--- config.mk ---
export PLATFORM = sky130hd
export DESIGN_NAME = myfunc_sweeper
export DESIGN_NICKNAME = d
export VERILOG_FILES = /design/src/rtl/myfunc_pkg.sv /design/src/rtl/sweep_dwell_timer.sv /design/src/rtl/myfunc_sweeper.sv
export SDC_FILE = /design/constraint.sdc
export NUM_CORES = 1
export LEC_CHECK = 0
export CORE_MARGIN = 5
export CORE_UTILIZATION = 30
export CTS_BUF_LIST = sky130_fd_sc_hd__clkbuf_4
export DETAILED_ROUTE_END_ITERATION = 7
export GPL_ROUTABILITY_DRIVEN = 0
export PLACE_DENSITY = 0.53
export SKIP_LAST_GASP = 1
export SLEW_MARGIN = 20
export SYNTH_ARGS = -nofsm -noshare
export SYNTH_HDL_FRONTEND = slang
export SYNTH_SLANG_ARGS = --single-unit
--- constraint.sdc ---
create_clock -name clk -period 3.4 [get_ports clk]
set_input_delay 1.02 -clock clk [delete_from_list [all_inputs] [get_ports clk]]
set_output_delay 1.02 -clock clk [all_outputs]
set_load 0.1 [all_outputs]
--- src/rtl/myfunc_pkg.sv ---
// Shared types and constants for the myfunc stimulus/capture sweeper.
// Imported by the sweeper top and its dwell timer.
package myfunc_pkg;

  localparam int CODE_W    = 4;
  localparam int NUM_CODES = 16;
  localparam int GAP_AFTER = 7;

  typedef enum logic [1:0] {
    ST_IDLE,
    ST_DRIVE,
    ST_GAP,
    ST_DONE
  } sweep_state_e;

  function automatic int cnt_width(input int n);
    return (n <= 2) ? 1 : $clog2(n);
  endfunction

endpackage

--- src/rtl/sweep_dwell_timer.sv ---
// Loadable down-counter; tc is high while the count sits at zero.
// Serves both the per-code dwell and the mid-sweep idle gap.
module sweep_dwell_timer
  import myfunc_pkg::*;
#(
  parameter int W = 2
) (
  input  logic         clk,
  input  logic         rst_n,
  input  logic         load,
  input  logic [W-1:0] load_val,
  output logic         tc
);

  logic [W-1:0] cnt_q;
  logic [W-1:0] cnt_d;

  always_comb begin
    cnt_d = cnt_q;
    if (load) begin
      cnt_d = load_val;
    end else if (cnt_q != '0) begin
      cnt_d = cnt_q - 1'b1;
    end
  end

  always_ff @(posedge clk or negedge rst_n) begin
    if (!rst_n) begin
      cnt_q <= '0;
    end else begin
      cnt_q <= cnt_d;
    end
  end

  assign tc = (cnt_q == '0);

endmodule

--- src/rtl/myfunc_sweeper.sv ---
// Walks myfunc through all 16 input codes, captures its truth table
// and compares it against a golden value.
module myfunc_sweeper
  import myfunc_pkg::*;
#(
  parameter int          DWELL    = 4,
  parameter int          GAP      = 2,
  parameter logic [15:0] EXPECTED = 16'h0000
) (
  input  logic              clk,
  input  logic              rst_n,
  input  logic              start,
  output logic [CODE_W-1:0] abcd,
  input  logic              f_in,
  output logic              busy,
  output logic              done,
  output logic [15:0]       tt,
  output logic              mismatch,
  output logic [CODE_W-1:0] first_bad
);

  localparam int MAXI  = (DWELL > GAP) ? DWELL : GAP;
  localparam int CNT_W = cnt_width(MAXI);
  localparam int GAP_M1 = (GAP > 0) ? GAP - 1 : 0;

  localparam logic [CNT_W-1:0]  DW_LD     = CNT_W'(DWELL - 1);
  localparam logic [CNT_W-1:0]  GP_LD     = CNT_W'(GAP_M1);
  localparam logic [CODE_W-1:0] CODE_GAP  = CODE_W'(GAP_AFTER);
  localparam logic [CODE_W-1:0] CODE_LAST = CODE_W'(NUM_CODES - 1);

  sweep_state_e      state_q, state_d;
  logic [CODE_W-1:0] abcd_q, abcd_d;
  logic [15:0]       tt_q, tt_d;
  logic              mis_q, mis_d;
  logic [CODE_W-1:0] fb_q, fb_d;
  logic              busy_q, busy_d;
  logic              done_q, done_d;

  logic              ld;
  logic [CNT_W-1:0]  ld_val;
  logic              tc;

  sweep_dwell_timer #(
    .W(CNT_W)
  ) u_timer (
    .clk     (clk),
    .rst_n   (rst_n),
    .load    (ld),
    .load_val(ld_val),
    .tc      (tc)
  );

  always_comb begin
    state_d = state_q;
    abcd_d  = abcd_q;
    tt_d    = tt_q;
    mis_d   = mis_q;
    fb_d    = fb_q;
    ld      = 1'b0;
    ld_val  = DW_LD;
    unique case (state_q)
      ST_IDLE: begin
        if (start) begin
          state_d = ST_DRIVE;
          abcd_d  = '0;
          ld      = 1'b1;
          tt_d    = '0;
          mis_d   = 1'b0;
          fb_d    = '0;
        end
      end
      ST_DRIVE: begin
        if (tc) begin
          tt_d[abcd_q] = f_in;
          // Only the lowest failing code is latched.
          if (f_in != EXPECTED[abcd_q] && !mis_q) begin
            mis_d = 1'b1;
            fb_d  = abcd_q;
          end
          if (abcd_q == CODE_GAP && GAP > 0) begin
            state_d = ST_GAP;
            ld      = 1'b1;
            ld_val  = GP_LD;
          end else if (abcd_q == CODE_LAST) begin
            state_d = ST_DONE;
          end else begin
            abcd_d = abcd_q + 1'b1;
            ld     = 1'b1;
          end
        end
      end
      ST_GAP: begin
        if (tc) begin
          state_d = ST_DRIVE;
          abcd_d  = CODE_GAP + 1'b1;
          ld      = 1'b1;
        end
      end
      ST_DONE: begin
        state_d = ST_IDLE;
        abcd_d  = '0;
      end
      default: state_d = ST_IDLE;
    endcase
    busy_d = (state_d == ST_DRIVE) || (state_d == ST_GAP);
    done_d = (state_d == ST_DONE);
  end

  always_ff @(posedge clk or negedge rst_n) begin
    if (!rst_n) begin
      state_q <= ST_IDLE;
      abcd_q  <= '0;
      tt_q    <= '0;
      mis_q   <= 1'b0;
      fb_q    <= '0;
      busy_q  <= 1'b0;
      done_q  <= 1'b0;
    end else begin
      state_q <= state_d;
      abcd_q  <= abcd_d;
      tt_q    <= tt_d;
      mis_q   <= mis_d;
      fb_q    <= fb_d;
      busy_q  <= busy_d;
      done_q  <= done_d;
    end
  end

  assign abcd      = abcd_q;
  assign busy      = busy_q;
  assign done      = done_q;
  assign tt        = tt_q;
  assign mismatch  = mis_q;
  assign first_bad = fb_q;

endmodule

==> impl_metrics.env <==
export IMPL_crit_path_end_kind="output port"
export IMPL_cts_resized_gates=0
export IMPL_leakagePower_nw=0.951
export IMPL_die_w_um=85.9
export IMPL_path_clk_slew_ps=110
export IMPL_worstPathArrival_ps=1390
export IMPL_finalHoldViolations=0
export IMPL_via_count=1445
export IMPL_syn_inst=186
export IMPL_num_antenna_cells=0
export IMPL_cts_buffers=5
export IMPL_finalCritPeriodShare=0.709
export IMPL_path_max_fanout=16
export IMPL_min_path_type="reg2reg"
export IMPL_drc_errors=0
export IMPL_finalSetupViolations=0
export IMPL_max_freq_mhz=415
export IMPL_grt_setup_unrepaired="false"
export IMPL_grt_use_total=0.120
export IMPL_ys_warn_count=0
export IMPL_reg2reg_from="state_q[1]"
export IMPL_cap_violations=0
export IMPL_dp_hpwl_mm=3.00
export IMPL_fin_nets=230
export IMPL_finalSetupTns_ps=0
export IMPL_die_h_um=85.9
export IMPL_async_flop_share=1.00
export IMPL_grt_pass1_wl_mm=7.04
export IMPL_final_cell_mix="dfrtp_1 (31), buf_4 (29), o21ai_1 (28)"
export IMPL_grt_pass1_vias=1438
export IMPL_setup_worst_path_class="reg2out"
export IMPL_regArea_um2=776
export IMPL_postCtsSetupBuffers=0
export IMPL_required_ps=2380
export IMPL_hp_start="tt[0]"
export IMPL_antenna_found_initial=0
export IMPL_ys_seq_area_frac=0.449
export IMPL_relSlewSlack=0.664
export IMPL_nFillCells=585
export IMPL_outcome="complete, no violations"
export IMPL_ant_nets=0
export IMPL_post_route_min_period_ps=2410
export IMPL_ctsHtreeMaxLevel=2
export IMPL_ys_types=38
export IMPL_critPathBufInv=1
export IMPL_wl_mm=4.13
export IMPL_cp_slowest_cell="dfrtp_1"
export IMPL_whs_ps=505
export IMPL_holdBufCountCts=0
export IMPL_fp_dieArea_um2=7370
export IMPL_start_kind="flip-flop"
export IMPL_worstMarginPinSlew_ps=505
export IMPL_area_growth_pct=19.5
export IMPL_p_total_w=0.00175
export IMPL_ir_drop_mv=0.369
export IMPL_vias_per_cell=5.02
export IMPL_syn_num_nets=201
export IMPL_final_util=0.372
export IMPL_slowest_delay_ps=670
export IMPL_cts_sinks=31
export IMPL_multi_input_area_um2=856
export IMPL_drt_iter0_drc=83
export IMPL_cellPowerDensity_nw_per_um2=849
export IMPL_grt_start_max_net_pins=32
export IMPL_wl_per_cell_um=14.3
export IMPL_cp_top_family="flip-flops"
export IMPL_synth_main_ff_cell="dfrtp_1"
export IMPL_ys_ff_latch=31
export IMPL_layout_commonest_cell="dfrtp_1"
export IMPL_syn_avg_cell_area_um2=9.28
export IMPL_grt_overflow_total=0
export IMPL_crit_path_cell_trace="buf_4"
export IMPL_cp_startpoint="abcd[2]"
export IMPL_synth_area_um2=1730
export IMPL_coreArea_um2=5540
export IMPL_synth_edff_count=0
export IMPL_port_buffers=30
export IMPL_ios=31
export IMPL_firstDrtPassIters=4
export IMPL_fin_skew_ps=9.30
export IMPL_drive_gt1_frac=0.194
export IMPL_clock_tree_root_cell="clkbuf_4"
export IMPL_clk_latency_ps=330
export IMPL_cts_tree="built"
export IMPL_drv_slew=0
export IMPL_cts_buffer_depth=2
export IMPL_initial_utilization=0.312
export IMPL_rows=27
## per-stage QoR
step	setup WS [ps]	cell area (um2)	instances
floorplan	1160	1730	186
global placement	957	2010	280
detailed placement	941	2010	280
CTS	960	2060	288
global route	908	2060	288
finish	988	2060	288
## cell type report
| class | instances | share of cell area |
|---|---|---|
| multi-input combinational | 134 | 0.415 |
| sequential | 31 | 0.376 |
| timing repair buffer | 32 | 0.120 |
| tap | 72 | 0.0437 |
| inverter | 11 | 0.0200 |
| clock buffer | 5 | 0.0182 |
| clock inverter | 3 | 0.00728 |
## flip-flops by register name, indices dropped and copies added, names as in the netlist
name,count
first_bad,4
u_timer.cnt_q,2
done,1
mismatch,1
abcd,4
tt,16
state_q,2
busy,1
## layer usage
metal / global-route usage / part of all wire / vias to the layer above
li1: - / - / 721
met1: 0.154 / 0.48 / 684
met2: 0.192 / 0.45 / 36
met3: 0.0336 / 0.051 / 4
met4: 0.0432 / 0.013 / 0
met5: 0 / 0 / -
## Yosys cell counts (all sizes together) (2+ instances only)
cell | count | area, um2
a21o | 2 | 15.0
a21oi | 22 | 110
a22o | 3 | 26.3
buf | 9 | 50.0
dfrtp | 31 | 776
ha | 11 | 138
inv | 11 | 41.3
mux2 | 2 | 30.0
mux2i | 2 | 20.0
nand2 | 19 | 78.8
nand2b | 5 | 33.8
nand3 | 11 | 60.1
nand4 | 3 | 18.8
nor2 | 3 | 11.3
nor2b | 2 | 20.0
o21ai | 31 | 155
o22ai | 2 | 12.5
o31ai | 3 | 22.5
## worst register-to-register path, delay by kind of cell (launching register included)
kind	cells	cell delay (ps)
DFF	1	430
adders and majority gates	2	400
buffers and inverters	3	640
AOI/OAI and AO/OA	3	600
## kinds of logic after synthesis
| group | Yosys count | share of synthesized area |
|---|---|---|
| mux | 4 | 0.0290 |
| buf+inv | 21 | 0.0551 |
| simple gates | 46 | 0.141 |
| xor+xnor | 2 | 0.0101 |
| compound gates | 71 | 0.236 |
| fa+ha+maj | 11 | 0.0797 |
| flops | 31 | 0.449 |
## power by group
part | switching, W | internal [W]
Combinational | 0.000773 | 0.000273
Clock | 0.000133 | 0.0000757
Sequential | 0.0000572 | 0.000441
Total | 0.000963 | 0.000789
## path summary, 6_finish.rpt
| check | to | slack [ps] | cells past startpoint |
|---|---|---|---|
| setup / recovery | abcd[2] | 990 | 1 |
| hold / removal | tt[0] | 510 | 2 |
| setup reg to reg | busy | 1240 | 8 |
| hold reg to reg | tt[0] | 510 | 2 |
| max in group asynchronous | tt[11] | 2030 | 2 |
| min in group asynchronous | tt[0] | 1060 | 2 |
(Power assumes the default switching activity.)
